$ cat config.mk
export PLATFORM = sky130hd
export DESIGN_NAME = m_prog_loader_flat
export DESIGN_NICKNAME = d
export VERILOG_FILES = /design/src/rtl/m_prog_loader_if.sv /design/src/rtl/m_prog_loader.sv /design/src/flat_wrapper.sv
export SDC_FILE = /design/constraint.sdc
export NUM_CORES = 1
export LEC_CHECK = 0
export ABC_AREA = 1
export CORE_ASPECT_RATIO = 0.8
export CORE_MARGIN = 3
export CORE_UTILIZATION = 40
export DETAILED_ROUTE_END_ITERATION = 8
export PLACE_DENSITY = 0.65
export SYNTH_ARGS = -nofsm -noshare
export SYNTH_HDL_FRONTEND = slang
export SYNTH_SLANG_ARGS = --single-unit
$ cat constraint.sdc
create_clock -name w_clk -period 3.3 [get_ports w_clk]
set_clock_uncertainty 0.1 [all_clocks]
set_input_delay 0.33 -clock w_clk [delete_from_list [all_inputs] [get_ports w_clk]]
set_output_delay 0.33 -clock w_clk [all_outputs]
set_load 0.02 [all_outputs]
$ cat src/rtl/m_prog_loader_if.sv
// ---------------------------------------------------------------------------
// m_prog_loader_if
// Byte-stream input and instruction-memory write bus of the program loader.
//
// Handshake: a byte moves from the source to the loader on a rising edge of
// w_clk when w_din_valid and w_din_ready are both high in that cycle. The
// source holds w_din stable while w_din_valid is high. w_din_ready never
// depends on w_din_valid, so there is no combinational path back to the source.
//
// Signals
//   w_din        byte from the source (e.g. UART receiver)
//   w_din_valid  w_din holds a valid byte this cycle
//   w_din_ready  loader can accept a byte this cycle
//   w_we         one-cycle instruction-memory write strobe
//   w_addr       instruction-memory word address
//   w_wdata      instruction-memory write data
//   w_ce         processor clock enable, high only after a complete load
//   w_err        sticky flag: header word count out of range
//
// Modports
//   master  byte source / memory side (drives w_din, w_din_valid)
//   slave   the loader itself
// ---------------------------------------------------------------------------
interface m_prog_loader_if #(
    parameter int ADDR_W = 12
);
    logic [7:0]        w_din;
    logic              w_din_valid;
    logic              w_din_ready;
    logic              w_we;
    logic [ADDR_W-1:0] w_addr;
    logic [31:0]       w_wdata;
    logic              w_ce;
    logic              w_err;

    modport master (
        output w_din, w_din_valid,
        input  w_din_ready, w_we, w_addr, w_wdata, w_ce, w_err
    );

    modport slave (
        input  w_din, w_din_valid,
        output w_din_ready, w_we, w_addr, w_wdata, w_ce, w_err
    );
endinterface

$ cat src/rtl/m_prog_loader.sv
// ---------------------------------------------------------------------------
// m_prog_loader
// Receives a program as a byte stream and writes it into instruction memory.
//
// The stream starts with a 4-byte little-endian word count N. It is followed
// by N little-endian 32-bit words. Word k is written to address k. When all N
// words are written, the processor clock enable w_ce goes high and stays high
// until reset. If N is larger than the memory depth, the loader parks in an
// error state with w_err high.
//
// Ports
//   w_clk        clock; all state changes on its rising edge
//   w_rst        asynchronous active-high reset
//   bus          m_prog_loader_if.slave (byte input + memory write bus)
//   w_dbg_state  current FSM state, for observation only
// ---------------------------------------------------------------------------
module m_prog_loader #(
    parameter int ADDR_W = 12
) (
    input  logic                  w_clk,
    input  logic                  w_rst,
    m_prog_loader_if.slave        bus,
    output logic [2:0]            w_dbg_state
);

    typedef enum logic [2:0] {
        S_HDR   = 3'd0,
        S_DATA  = 3'd1,
        S_WRITE = 3'd2,
        S_DONE  = 3'd3,
        S_ERR   = 3'd4
    } state_t;

    // Largest legal word count: one full memory of 2^ADDR_W words.
    localparam logic [32:0] MAX_N = 33'd1 << ADDR_W;

    state_t            state_q, state_d;
    logic [1:0]        byte_cnt_q;
    logic [ADDR_W:0]   idx_q;      // one extra bit so it can reach 2^ADDR_W
    logic [ADDR_W:0]   n_q;
    logic [31:0]       asm_q;
    logic [31:0]       asm_next;
    logic              din_ready;
    logic              accept;
    logic              last_byte;

    // Ready depends only on the state, never on w_din_valid.
    assign din_ready = (state_q == S_HDR) || (state_q == S_DATA);
    assign accept    = bus.w_din_valid & din_ready;
    assign last_byte = accept && (byte_cnt_q == 2'd3);

    // Bytes enter at the top and move down, so after four bytes the first
    // byte sits in bits 7:0 (little-endian).
    assign asm_next  = {bus.w_din, asm_q[31:8]};

    // ---------------- state and datapath registers ----------------
    always_ff @(posedge w_clk or posedge w_rst) begin
        if (w_rst) begin
            state_q    <= S_HDR;
            byte_cnt_q <= 2'd0;
            idx_q      <= '0;
            n_q        <= '0;
            asm_q      <= '0;
        end else begin
            state_q <= state_d;
            if (accept) begin
                asm_q      <= asm_next;
                // Wraps from 3 to 0, which lines the counter up with the
                // next word.
                byte_cnt_q <= byte_cnt_q + 2'd1;
            end
            // When N is out of range, the truncated value stored here is
            // never used, because the FSM goes to ERR.
            if (state_q == S_HDR && last_byte) begin
                n_q <= asm_next[ADDR_W:0];
            end
            if (state_q == S_WRITE) begin
                idx_q <= idx_q + 1'b1;
            end
        end
    end

    // ---------------- next state and strobes ----------------
    always_comb begin
        state_d     = state_q;
        bus.w_we    = 1'b0;
        bus.w_ce    = 1'b0;
        bus.w_err   = 1'b0;
        unique case (state_q)
            S_HDR: begin
                if (last_byte) begin
                    if (asm_next == 32'd0) begin
                        state_d = S_DONE;
                    end else if ({1'b0, asm_next} > MAX_N) begin
                        state_d = S_ERR;
                    end else begin
                        state_d = S_DATA;
                    end
                end
            end
            S_DATA: begin
                if (last_byte) begin
                    state_d = S_WRITE;
                end
            end
            S_WRITE: begin
                bus.w_we = 1'b1;
                // Compare against the post-increment index. With the extra
                // bit, N == 2^ADDR_W ends after address 2^ADDR_W-1 and does
                // not wrap.
                if (idx_q + 1'b1 == n_q) begin
                    state_d = S_DONE;
                end else begin
                    state_d = S_DATA;
                end
            end
            S_DONE: begin
                bus.w_ce = 1'b1;
            end
            S_ERR: begin
                bus.w_err = 1'b1;
            end
            default: begin
                state_d = S_HDR;
            end
        endcase
    end

    assign bus.w_din_ready = din_ready;
    assign bus.w_addr      = idx_q[ADDR_W-1:0];
    assign bus.w_wdata     = asm_q;
    assign w_dbg_state     = state_q;

endmodule

$ cat src/flat_wrapper.sv
// flat-port wrapper written by rule: the top's interface ports become plain ports
module m_prog_loader_flat 
#(
    parameter int ADDR_W = 12
)
  (w_clk, w_rst, w_dbg_state, bus_w_din, bus_w_din_valid, bus_w_din_ready, bus_w_we, bus_w_addr, bus_w_wdata, bus_w_ce, bus_w_err);
  m_prog_loader_if #(.ADDR_W(ADDR_W)) bus_i ();
  input  logic w_clk;
  input  logic w_rst;
  output logic [2:0] w_dbg_state;
  input wire logic [$bits(bus_i.w_din)-1:0] bus_w_din;
  input wire logic [$bits(bus_i.w_din_valid)-1:0] bus_w_din_valid;
  output wire logic [$bits(bus_i.w_din_ready)-1:0] bus_w_din_ready;
  output wire logic [$bits(bus_i.w_we)-1:0] bus_w_we;
  output wire logic [$bits(bus_i.w_addr)-1:0] bus_w_addr;
  output wire logic [$bits(bus_i.w_wdata)-1:0] bus_w_wdata;
  output wire logic [$bits(bus_i.w_ce)-1:0] bus_w_ce;
  output wire logic [$bits(bus_i.w_err)-1:0] bus_w_err;
  assign bus_i.w_din = bus_w_din;
  assign bus_i.w_din_valid = bus_w_din_valid;
  assign bus_w_din_ready = bus_i.w_din_ready;
  assign bus_w_we = bus_i.w_we;
  assign bus_w_addr = bus_i.w_addr;
  assign bus_w_wdata = bus_i.w_wdata;
  assign bus_w_ce = bus_i.w_ce;
  assign bus_w_err = bus_i.w_err;
  m_prog_loader #(.ADDR_W(ADDR_W)) u_core (.w_clk(w_clk), .w_rst(w_rst), .bus(bus_i), .w_dbg_state(w_dbg_state));
endmodule
**Yosys cells after proc, flatten, opt, wreduce, memory -nomap -nowiden**

Cells that the tools add are included.

- Bits of input ports: 11
- Logic and storage cells: 34
- Output and inout port bits: 51
- Flip-flop bits (word level): 63

- $add $sub $neg: 2
- Muxes and demuxes: 9
- Bitwise operators: 2
- Eq/ne operators: 8
- Magnitude comparators: 1
- Reduce and logical (&&, ||, !) cells: 7

Operators with widths:

| kind | count |
|---|---|
| $gt A32 B13 Y1 const B | 1 |
| $logic_not A32 Y1 | 1 |
| $add A13 B1 Y13 const B | 1 |
| $eq A13 B13 Y1 | 1 |
| $mux W3 | 4 |
| $pmux W3 S4 | 1 |
| $eq A3 B2 Y1 const B | 2 |
| $ne A2 B1 Y1 const B | 2 |
| $eq A3 B1 Y1 const B | 1 |
| $eq A3 B3 Y1 const B | 1 |
| $logic_not A3 Y1 | 1 |
| $mux W1 | 3 |
| $reduce_and A3 Y1 | 1 |
| $add A2 B1 Y2 const B | 1 |
| $eq A2 B2 Y1 const B | 1 |
| $logic_and A1 B1 Y1 | 2 |
| $mux W2 | 1 |
| $reduce_or A2 Y1 | 1 |
| $and A1 B1 Y1 | 1 |
| $logic_or A1 B1 Y1 | 1 |
| $not A1 Y1 | 1 |

**Depth between registers and ports, before layout**

Gate-level depths: netlist (run 1).

- Depth after elaboration: 6
- Mapped depth: 15

**Worst setup path after synthesis (run 1)**

Ideal clock, no wire load.

- Path type: register -> register
- Start: reg u_core.state_q[2] (netlist: u_core.w_dbg_state[2])
- End: reg u_core.n_q[1]
- Stages on the path, launching flop included: 7
- Period minus slack after synthesis: 1.915 ns
- Arrival time: 1.688 ns
- Required time: 3.073 ns
- Slack: 1.385 ns
- Path buffers: 0
- Cells stage by stage: dfrtp_1 > nor2_1 > nand3_1 > nor2_2 > inv_1 > nand2_1 > o21ai_0

- Word-level cells in the longest chain between the ends: 5
- Elaborated cells between the ends (all ways): 6
- Those cells by class: 1 x eq/ne; 1 x bitwise; 4 x reduce/logical

RTL lines:

| what | RTL line | source |
|---|---|---|
| from (decl) | m_prog_loader.sv:37 | `state_t state_q, state_d;` |
| from (signal assigned) | m_prog_loader.sv:65 | `state_q <= state_d;` |
| $eq A3 B1 Y1 or $logic_not A3 Y1 (tied branches) | m_prog_loader.sv:48 | `assign din_ready = (state_q == S_HDR) \|\| (state_q == S_DATA);` |
| $logic_or A1 B1 Y1 * | m_prog_loader.sv:48 |  |
| net bus_w_din_ready | flat_wrapper.sv:13 | `output wire logic [$bits(bus_i.w_din_ready)-1:0] bus_w_din_ready;` |
| $and A1 B1 Y1 * | m_prog_loader.sv:49 | `assign accept = bus.w_din_valid & din_ready;` |
| $logic_and A1 B1 Y1 * | m_prog_loader.sv:50 | `assign last_byte = accept && (byte_cnt_q == 2'd3);` |
| $logic_and A1 B1 Y1 * | m_prog_loader.sv:74 | `if (state_q == S_HDR && last_byte) begin` |
| to (signal assigned) | m_prog_loader.sv:75 | `n_q <= asm_next[ADDR_W:0];` |
| to (decl) | m_prog_loader.sv:40 | `logic [ADDR_W:0] n_q;` |

The timed path passes the listed nets; every way through them passes the cells marked *.
A chain may end at the register's enable or synchronous reset.

**Worst setup path in the final report (run 1)**

- Start: reg u_core.state_q[0] (netlist: u_core.w_dbg_state[0])
- End: out bus_w_we

- Word-level cells in the longest chain between the ends: 2

RTL lines:

| what | RTL line | source |
|---|---|---|
| $eq A3 B2 Y1 | m_prog_loader.sv:89 | `unique case (state_q)` |
| $mux W1 | m_prog_loader.sv:89 |  |
| to (decl) | flat_wrapper.sv:14 | `output wire logic [$bits(bus_i.w_we)-1:0] bus_w_we;` |

Every way passes these cells.

==> results.md, run 1 <==
* Status: finished clean
* Post-placement cell area at 3722 sq um
* Number of slew-limit violations in the final report at 0
* Part of the Yosys area used for sequential elements at 51.41%
* Internal reg-to-reg setup slack at 1.35 ns
* Maximum fanout encountered on the critical timing path at 9
* Post-synth design cell area at 3067 sq um
* Drt pass-1 iters at 4
* Final Hold Viols at 0
* IO Count at 62
* Mapped Nets at 378
* Gates resized, CTS repair at 0
* Antenna fix cells at 0
* CP endpoint kind: primary output
* Commonest non-fill, non-tap cells in the layout: 96 x sky130_fd_sc_hd__nand2_1, 63 x sky130_fd_sc_hd__dfrtp_1, 61 x sky130_fd_sc_hd__clkdlybuf4s50_1, 38 x sky130_fd_sc_hd__o21ai_0, 37 x sky130_fd_sc_hd__inv_1
* CTS max path bufs at 2
* Share of cell area taken by muxes after synthesis at 5.141%
* Antenna viol nets, final at 0
* XOR/XNOR share of the synthesized area at 1.428%
* Number of logic stages on the critical path including buffering at 2
* Critical path buffer and inverter count at 1
* Worst Tran Pin Value at 0.7104 ns
* Crit path time final at 2.337 ns
* Dominant combinational cell family by area after synthesis: simple AND/OR/NAND/NOR gates
* Height of the die at 84.32 um
* Combinational Power Share at 40.5%
* Worst path required time at 2.87 ns
* Iter 0 DRT Violations at 126
* Clock input transition at the sequential cells of the worst setup and hold paths at 0.07 ns
* Termination of the worst setup path: bus_w_we
* Gate count of the mapped netlist at 365
* Area grow syn2layout at 28.89%
* Worst min path class: in2async
* Kind of cell adding the most delay to the critical path: buffers and inverters
* Routability Congestion at 0.8716
* Final design area excluding fillers at 3953 sq um
* Core area at 7162 sq um
* Remaining routing DRC violations at 0
* Total length of routed wires at 7291 um
* Relative max-transition margin at 52.52%
* Synth Area in Compound Gates at 8.405%
* Startpoint type of the worst setup path: flip-flop
* Die Footprint at 8760 sq um
* WS Path Type: reg2out
* Mean Syn Cell Area at 8.402 sq um
* Pin count of the biggest net entering global routing at 35
* Final Net Count at 434
* Number of filler instances in the final layout at 701
* Sw power at 1.397 mW
* Stage delay of the slowest cell on the critical path at 0.68 ns
* Most frequent standard cell in the layout excluding fill and tap cells: sky130_fd_sc_hd__nand2_1
* Die outline width at 103.9 um
* Setup TNS after final layout at 0 ns
* Timing startpoint of the critical path: u_core.w_dbg_state[0]$_DFFE_PP0P_
* Count of warnings emitted by yosys at 0
* Standard-cell rows at 27
* GRT Util Overall at 17.15%
* Clock tree from TritonCTS: done
* Worst path slowest cell: sky130_fd_sc_hd__clkdlybuf4s50_1
* Number of buffers inserted by post-CTS setup repair at 0
* Effective utilization at floorplan at 42.82%
* Antenna violations before repair at 0
* Cell at the root of the clock tree: sky130_fd_sc_hd__clkbuf_8
* Final setup violation count at 0
* Leakage power summed over all cells at 1.730 nW
* Destination of the worst register-to-register timing path: u_core.bus.w_wdata[20]$_DFFE_PP0P_
* Detailed placer's ending HPWL at 5374 um
* First-pass GRT wire length at 12160 um
* Hold_buf cts at 0
* Internal power at 2.217 mW
* H-tree Lvls at 3
* Synth cell types at 23
* Number of vias in the routed layout at 2559
* Critical Path, Cell by Cell: nor3_4, clkdlybuf4s50_1
* R2r startpoint: u_core.w_dbg_state[2]$_DFFE_PP0P_
* Maximum clock frequency at 0.4279 GHz
* Worst vdd ir at 0.0005804 V
* Overflow left after global routing at 0
* Simple-gate share of the synthesized area at 24.11%
* Number of port buffers at 61
* Number of clock buffers inserted by TritonCTS at 9
* Sequential share of power at 38.2%
* Maximum Capacitance Violations at 0
* Clock group share of total power at 21.3%
* Adder and majority cell fraction of the synthesized area at 0.8160%
* Setup repair after global routing missed its margin: no
* Sequential cell area at 1577 sq um
* Number of global-route vias before repair at 2479
* Average vias per placed instance at 4.856
* Worst R2R Path Depth at 5
* Number of sinks handled by clock tree synthesis at 63
* Number of synthesized register bits at 63
* Share of the cycle needed by the critical path after routing at 70.82%
* Total power per unit cell area at 914.3 nW/um^2
* Wire length per cell after detailed routing at 13.83 um
* Multi-input combinational cell area at 1224 sq um
* Share of layout cells above drive strength 1 at 8.920%
* Endpoint arrival time on the critical path at 1.91 ns
* Fraction of power spent switching nets at 38.66%
* Insertion delay to the later sink of the worst-skew pair at 0.34 ns
-- sequential cells by signal (all words and copies together) (netlist names) --
signal,cells
u_core.bus.w_wdata,32
u_core.w_dbg_state,3
u_core.n_q,13
u_core.idx_q,13
u_core.byte_cnt_q,2
-- kinds of logic after synthesis --
kind of cell	count (synthesis)
multiplexers	14
AND/OR/NAND/NOR	173
adder cells (fa/ha/maj)	2
buffers and inverters	58
flip-flops	63
AO/OA/AOI/OAI	50
XOR/XNOR	5
-- final cells by class --
cell class | instances | area share, %
Tap cell | 101 | 3.197
Timing Repair Buffer | 65 | 16.52
Clock inverter | 6 | 2.343
Sequential cell | 63 | 39.89
Clock buffer | 10 | 3.482
Multi-Input combinational cell | 244 | 30.96
Inverter | 38 | 3.609
-- power groups by stage --
stage | sequential [mW] | clock [mW] | combinational, mW
floorplan | 1.56 | 0 | 0.617
global placement | 1.39 | 0 | 1.45
detailed placement | 1.39 | 0 | 1.47
CTS | 1.39 | 0.785 | 1.48
global route | 1.44 | 0.815 | 1.60
finish | 1.38 | 0.769 | 1.46
-- cells in the mapped netlist --
cell type                  instances  share of area, %
sky130_fd_sc_hd__o21bai_1          3              0.73
sky130_fd_sc_hd__dfrtp_1          63                51
sky130_fd_sc_hd__and2_1            1              0.20
sky130_fd_sc_hd__nand3_1          29               4.7
sky130_fd_sc_hd__clkbuf_1          5              0.61
sky130_fd_sc_hd__inv_1            38               4.7
sky130_fd_sc_hd__mux2_2           14               5.1
sky130_fd_sc_hd__ha_1              2              0.82
sky130_fd_sc_hd__buf_2             2              0.33
sky130_fd_sc_hd__nand2_1          96                12
sky130_fd_sc_hd__clkbuf_2          1              0.16
sky130_fd_sc_hd__nor2_2            2              0.41
sky130_fd_sc_hd__a21oi_1           9               1.5
sky130_fd_sc_hd__nand3b_1          1              0.24
sky130_fd_sc_hd__o21ai_0          38               6.2
sky130_fd_sc_hd__nand4_1           6               1.2
sky130_fd_sc_hd__nor4_1            5               1.0
sky130_fd_sc_hd__nor3_1            2              0.33
sky130_fd_sc_hd__nor3_4            1              0.53
sky130_fd_sc_hd__nor2_1           30               3.7
sky130_fd_sc_hd__xnor2_1           2              0.57
sky130_fd_sc_hd__buf_4            12               2.9
sky130_fd_sc_hd__xor2_1            3              0.86
-- worst min path at each step --
stage / slack [ns] / cells past startpoint / endpoint / start
6_report: 0.29 / 2 / u_core.n_q[0]$_DFFE_PP0P_ / w_rst
5_1_grt: 0.33 / 2 / u_core.n_q[0]$_DFFE_PP0P_ / w_rst
4_1_cts: 0.30 / 2 / u_core.n_q[0]$_DFFE_PP0P_ / w_rst
3_5_place_dp: 0.38 / 2 / u_core.bus.w_wdata[0]$_DFFE_PP0P_ / u_core.bus.w_wdata[0]$_DFFE_PP0P_
3_3_place_gp: 0.37 / 2 / u_core.bus.w_wdata[1]$_DFFE_PP0P_ / u_core.bus.w_wdata[1]$_DFFE_PP0P_
2_1_floorplan: 0.35 / 1 / u_core.byte_cnt_q[0]$_DFFE_PP0P_ / u_core.byte_cnt_q[0]$_DFFE_PP0P_
-- metrics by stage --
stage	hold WS [ns]	instances	total power [mW]	util, %	setup slack, ns
finish	0.2899	527	3.614	55.19	0.9629
global route	0.3283	527	3.847	55.19	0.8546
CTS	0.3040	527	3.651	55.19	0.9266
detailed placement	0.3838	511	2.857	51.97	1.287
global placement	0.3743	511	2.831	51.97	1.313
floorplan	0.3528	365	2.175	-	1.300
-- metal layers --
layer | global-route usage (%) | vias to the layer above | part of all wire (%)
li1 | - | 1292 | -
met4 | 3.382 | 0 | 0.73
met3 | 5.688 | 6 | 6.0
met1 | 23.87 | 1200 | 49
met5 | 0 | - | 0
met2 | 26.37 | 61 | 44
-- worst register-to-register path, delay by kind of cell (launching register included) --
kind	cells	cell delay (ns)
flops	1	0.45
simple gates	3	0.84
compound gates	1	0.05
buf+inv	1	0.39
Note: power is estimated with default switching activity, not from simulation.
==> run 2: changes to the inputs <==
==> constraint.sdc (replaced) <==
create_clock -name w_clk -period 2.16 [get_ports w_clk]
set_clock_uncertainty 0.1 [all_clocks]
set_input_delay 0.216 -clock w_clk [delete_from_list [all_inputs] [get_ports w_clk]]
set_output_delay 0.216 -clock w_clk [all_outputs]
set_load 0.02 [all_outputs]
==> run 2 against run 1 <==
Wire length fell by 3.5%. Flip-flop and latch count did not move. Cell count rose by 0.19%. First-iteration DRC count fell by 14%. Core utilization rose by 0.72 points. Global-route usage fell by 0.61 points. Critical path type unchanged. Largest power group unchanged.
==> results.md, run 2 (synthesis results as in run 1) <==
* Post-placement cell area at 3742 sq um
* Number of filler instances in the final layout at 675
* H-tree Lvls at 3
* Final Net Count at 435
* Standard-cell rows at 27
* Total power per unit cell area at 1399 nW/um^2
* Maximum clock frequency at 0.5035 GHz
* Detailed placer's ending HPWL at 5185 um
* Antenna fix cells at 0
* Most frequent standard cell in the layout excluding fill and tap cells: sky130_fd_sc_hd__nand2_1
* IO Count at 62
* Share of layout cells above drive strength 1 at 9.602%
* Leakage power summed over all cells at 1.786 nW
* Worst R2R Path Depth at 14
* GRT Util Overall at 16.54%
* Clock input transition at the sequential cells of the worst setup and hold paths at 0.07 ns
* Die outline width at 103.9 um
* Insertion delay to the later sink of the worst-skew pair at 0.34 ns
* Core area at 7162 sq um
* Timing startpoint of the critical path: u_core.w_dbg_state[2]$_DFFE_PP0P_
* Hold Slack at 0.1591 ns
* Worst path slowest cell: sky130_fd_sc_hd__clkdlybuf4s50_1
* Endpoint arrival time on the critical path at 1.67 ns
* Worst Tran Pin Value at 0.5043 ns
* Internal reg-to-reg setup slack at 0.27 ns
* Pin count of the biggest net entering global routing at 64
* Number of port buffers at 61
* CP endpoint kind: primary output
* Setup TNS after final layout at 0 ns
* Worst path required time at 1.84 ns
* Final setup violation count at 0
* Critical Path, Cell by Cell: nor2_1, clkdlybuf4s50_1
* Area grow syn2layout at 30.56%
* Maximum fanout encountered on the critical timing path at 5
* Average vias per placed instance at 4.837
* Count of non-filler cells in the finished layout at 528
* WS Path Type: reg2out
* Number of clock buffers inserted by TritonCTS at 9
* Cell at the root of the clock tree: sky130_fd_sc_hd__clkbuf_8
* Effective utilization at floorplan at 42.82%
* Maximum Capacitance Violations at 0
* Height of the die at 84.32 um
* Number of global-route vias before repair at 2507
* Antenna violations before repair at 0
* Worst vdd ir at 0.001043 V
* Die Footprint at 8760 sq um
* Remaining routing DRC violations at 0
* Routability Congestion at 0.9046
* Final Hold Viols at 0
* Crit path time final at 1.986 ns
* Relative max-transition margin at 66.34%
* Worst min path class: in2async
* Number of slew-limit violations in the final report at 0
* Gates resized, CTS repair at 1
* First-pass GRT wire length at 11880 um
* R2r startpoint: u_core.idx_q[0]$_DFFE_PP0P_
* CTS max path bufs at 2
* Cell count after placement at 512
* Commonest non-fill, non-tap cells in the layout: 96 x sky130_fd_sc_hd__nand2_1, 62 x sky130_fd_sc_hd__dfrtp_1, 58 x sky130_fd_sc_hd__clkdlybuf4s50_1, 37 x sky130_fd_sc_hd__inv_1, 37 x sky130_fd_sc_hd__o21ai_0
* Number of vias in the routed layout at 2554
* Flip-flop count of the largest register, all copies and words added at 32
* Overflow left after global routing at 0
* Number of sinks handled by clock tree synthesis at 63
* Status: finished clean
* Setup repair after global routing missed its margin: no
* Antenna viol nets, final at 0
* Number of buffers inserted by post-CTS setup repair at 0
* Startpoint type of the worst setup path: flip-flop
* Stage delay of the slowest cell on the critical path at 0.66 ns
* Clock tree from TritonCTS: done
* Drt pass-1 iters at 4
* Total length of routed wires at 7036 um
* Share of the cycle needed by the critical path after routing at 91.95%
* Wire length per cell after detailed routing at 13.33 um
* Destination of the worst register-to-register timing path: u_core.w_dbg_state[1]$_DFFE_PP0P_
* Iter 0 DRT Violations at 108
* Final design area excluding fillers at 4004 sq um
* Hold_buf cts at 0
* Overall power consumption at 5.603 mW
==> run 2: changes by cell type in the layout (fill, tap and decap cells not counted), sizes merged <==
cell           before  now
clkdlybuf4s50      61   58
dlygate4sd2         0    1
dlymetal6s2s        0    2
clkinv              1    2
clkinvlp            2    0
buf                 4    5
bufinv              2    3
==> run 2: critical path, delay by kind of cell (launching register included) <==
family                 cells  cell delay (ns)
DFF                        1             0.45
and+or+nand+nor            1             0.24
buffers and inverters      1             0.66
==> run 2: stage by stage <==
stage	worst slack, ns	utilization, %
CTS	0.01655	55.78
global placement	0.3185	52.25
global route	0.01219	55.91
detailed placement	0.1941	52.25
finish	0.1739	55.91
floorplan	0.2451	-
==> run 2: worst max-delay path by stage <==
| stage | endpoint | cells after the start |
|---|---|---|
| finish | bus_w_din_ready | 2 |
| global route | u_core.w_dbg_state[1]$_DFFE_PP0P_ | 14 |
| CTS | bus_w_ce | 3 |
| detailed placement | u_core.w_dbg_state[1]$_DFFE_PP0P_ | 13 |
| global placement | u_core.w_dbg_state[1]$_DFFE_PP0P_ | 13 |
| floorplan | u_core.n_q[1]$_DFFE_PP0P_ | 6 |
==> run 2: power by group <==
group	leakage [nW]	switching, mW	total [mW]	internal [mW]
Sequential	0.771	0.447	2.11	1.66
Clock	0.127	0.468	1.27	0.806
Combinational	0.888	1.18	2.22	1.05
==> run 2: cell type report <==
cell class | instances | area (sq um) | area share (%)
Sequential cell | 63 | 1578 | 39.41
Clock buffer | 10 | 137.6 | 3.438
Timing Repair Buffer | 66 | 676.9 | 16.91
Inverter | 38 | 142.6 | 3.563
Clock inverter | 6 | 116.4 | 2.906
Tap cell | 101 | 126.4 | 3.156
Multi-Input combinational cell | 244 | 1226 | 30.63
==> run 2: routing by layer <==
| metal | vias up | share of wire (%) | GRT usage (%) |
|---|---|---|---|
| met5 | - | 0 | 0 |
| met4 | 0 | 0.20 | 1.570 |
| met3 | 2 | 6.6 | 6.457 |
| met2 | 63 | 44 | 26.37 |
| met1 | 1196 | 49 | 22.34 |
| li1 | 1293 | - | - |
==> run 3: changes to the inputs <==
--- a/config.mk
+++ b/config.mk
@@ -6,11 +6,13 @@
 export NUM_CORES = 1
 export LEC_CHECK = 0
 export ABC_AREA = 1
+export CELL_PAD_IN_SITES_DETAIL_PLACEMENT = 0
+export CELL_PAD_IN_SITES_GLOBAL_PLACEMENT = 2
 export CORE_ASPECT_RATIO = 0.8
 export CORE_MARGIN = 3
-export CORE_UTILIZATION = 40
+export CORE_UTILIZATION = 30
 export DETAILED_ROUTE_END_ITERATION = 8
-export PLACE_DENSITY = 0.65
+export PLACE_DENSITY = 0.79
 export SYNTH_ARGS = -nofsm -noshare
 export SYNTH_HDL_FRONTEND = slang
 export SYNTH_SLANG_ARGS = --single-unit
==> run 3 against run 2 <==
Cell count rose by 7.4%. Non-clock buffer count rose by 4. Clock power rose by 8%. Wire length rose by 14%. Worst setup slack got worse by 0.027 ns. Worst hold slack got worse by 0.041 ns. Combinational power rose by 2%. Die area rose by 31%. Register-to-register slack improved by 0.03 ns. Critical path type unchanged.
==> results.md, run 3 (synthesis results as in run 1) <==
* Status: finished clean
* Insertion delay to the later sink of the worst-skew pair at 0.33 ns
* Hold Slack at 0.1180 ns
* Worst vdd ir at 0.0007776 V
* Commonest non-fill, non-tap cells in the layout: 95 x sky130_fd_sc_hd__nand2_1, 62 x sky130_fd_sc_hd__dfrtp_1, 58 x sky130_fd_sc_hd__clkdlybuf4s50_1, 38 x sky130_fd_sc_hd__o21ai_0, 37 x sky130_fd_sc_hd__inv_1
* R2r startpoint: u_core.idx_q[0]$_DFFE_PP0P_
* Cell at the root of the clock tree: sky130_fd_sc_hd__clkbuf_16
* First-pass GRT wire length at 13480 um
* Count of non-filler cells in the finished layout at 567
* Final design area excluding fillers at 4125 sq um
* Post-placement cell area at 3829 sq um
* Final Hold Viols at 0
* Number of slew-limit violations in the final report at 0
* Total power per unit cell area at 1393 nW/um^2
* CTS max path bufs at 2
* CP endpoint kind: primary output
* Wire length per cell after detailed routing at 14.13 um
* Number of vias in the routed layout at 2560
* Destination of the worst register-to-register timing path: u_core.w_dbg_state[1]$_DFFE_PP0P_
* Routability Congestion at 0.7302
* Worst R2R Path Depth at 13
* Crit path time final at 2.013 ns
* Hold_buf cts at 0
* Maximum fanout encountered on the critical timing path at 5
* Average vias per placed instance at 4.515
* Maximum Capacitance Violations at 0
* Setup TNS after final layout at 0 ns
* Antenna violations before repair at 0
* Remaining routing DRC violations at 0
* Endpoint arrival time on the critical path at 1.70 ns
* Height of the die at 96.43 um
* Worst Tran Pin Value at 0.4676 ns
* Number of global-route vias before repair at 2624
* Cell count after placement at 551
* Final Net Count at 439
* Internal reg-to-reg setup slack at 0.30 ns
* Clock tree from TritonCTS: done
* Share of the cycle needed by the critical path after routing at 93.19%
* Stage delay of the slowest cell on the critical path at 0.66 ns
* Pin count of the biggest net entering global routing at 54
* H-tree Lvls at 3
* Worst path slowest cell: sky130_fd_sc_hd__clkdlybuf4s50_1
* WS Path Type: reg2out
* Number of port buffers at 61
* Core area at 9809 sq um
* Effective utilization at floorplan at 31.26%
* Clock input transition at the sequential cells of the worst setup and hold paths at 0.06 ns
* Most frequent standard cell in the layout excluding fill and tap cells: sky130_fd_sc_hd__nand2_1
* Maximum clock frequency at 0.4968 GHz
* Relative max-transition margin at 68.78%
* Share of layout cells above drive strength 1 at 11.14%
* Iter 0 DRT Violations at 158
* IO Count at 62
* Overflow left after global routing at 0
* Total length of routed wires at 8011 um
* Final Core Density at 42.05%
* Worst path required time at 1.84 ns
* Post-Place Setup Slack at 0.2029 ns
* Leakage power summed over all cells at 1.825 nW
* Number of buffers inserted by post-CTS setup repair at 0
* Area grow syn2layout at 34.52%
* Worst min path class: in2async
* Standard-cell rows at 32
* Critical Path, Cell by Cell: nor2_1, clkdlybuf4s50_1
* GRT Util Overall at 15.04%
* Setup slack after layout at 0.1471 ns
* Die Footprint at 11480 sq um
* Drt pass-1 iters at 4
* Startpoint type of the worst setup path: flip-flop
* Flip-flop count of the largest register, all copies and words added at 32
* Number of clock buffers inserted by TritonCTS at 9
* Antenna fix cells at 0
* Number of sinks handled by clock tree synthesis at 63
* Antenna viol nets, final at 0
* Final setup violation count at 0
* Overall power consumption at 5.747 mW
* Detailed placer's ending HPWL at 5906 um
* Die outline width at 119.0 um
==> run 3: cell types whose count changed in the layout (fill, tap and decap cells not counted), sizes merged <==
| cell | delta |
|---|---|
| buf | +4 |
| bufinv | -3 |
| clkbuf | -1 |
| clkinv | +1 |
| clkinvlp | +1 |
| inv | +2 |
==> run 3: area by class of cell <==
class                           instances  area, sq um
Sequential cell                        63         1578
Inverter                               38        142.6
Clock buffer                            9        225.2
Clock inverter                          7        56.30
Tap cell                              136        170.2
Timing Repair Buffer                   70        719.4
Multi-Input combinational cell        244         1234
Fill cell                            1026         5684
==> run 3: worst max-delay path by stage <==
| stage | startpoint | end | slack, ns | cells past startpoint |
|---|---|---|---|---|
| after global routing | u_core.idx_q[1]$_DFFE_PP0P_ | u_core.w_dbg_state[1]$_DFFE_PP0P_ | -0.004 | 13 |
| after detailed placement | u_core.idx_q[0]$_DFFE_PP0P_ | u_core.w_dbg_state[1]$_DFFE_PP0P_ | 0.20 | 13 |
| after floorplan | u_core.w_dbg_state[2]$_DFFE_PP0P_ | u_core.n_q[1]$_DFFE_PP0P_ | 0.25 | 6 |
| after global placement | u_core.idx_q[0]$_DFFE_PP0P_ | u_core.w_dbg_state[1]$_DFFE_PP0P_ | 0.28 | 11 |
| after CTS | u_core.w_dbg_state[0]$_DFFE_PP0P_ | bus_w_ce | 0.009 | 3 |
| final | u_core.w_dbg_state[2]$_DFFE_PP0P_ | bus_w_din_ready | 0.15 | 2 |
==> run 3: critical path, delay by kind of cell, from the launching register on <==
family / cells / cell delay (ns)
flip-flops: 1 / 0.45
AND/OR/NAND/NOR: 1 / 0.26
buffers and inverters: 1 / 0.66
==> run 3: timing repair <==
| item | CTS | global route |
|---|---|---|
| pin swaps | 1 | 0 |
| setup endpoints to repair | 1 | 3 |
| resized for setup | 1 | 7 |
==> run 3: layer usage <==
layer  vias up  wire length [um]  global-route usage [%]
met5         -                 0                       0
met4         0                98                   5.207
met3         8               518                   4.657
met2        62              3315                   22.00
met1      1190              4079                   21.11
li1       1300                 -                       -
==> run 3: power breakdown <==
| group | internal (mW) | switching, mW | total, mW |
|---|---|---|---|
| Clock | 0.790 | 0.581 | 1.37 |
| Sequential | 1.66 | 0.450 | 2.11 |
| Combinational | 1.05 | 1.21 | 2.26 |
| Total | 3.51 | 2.24 | 5.75 |
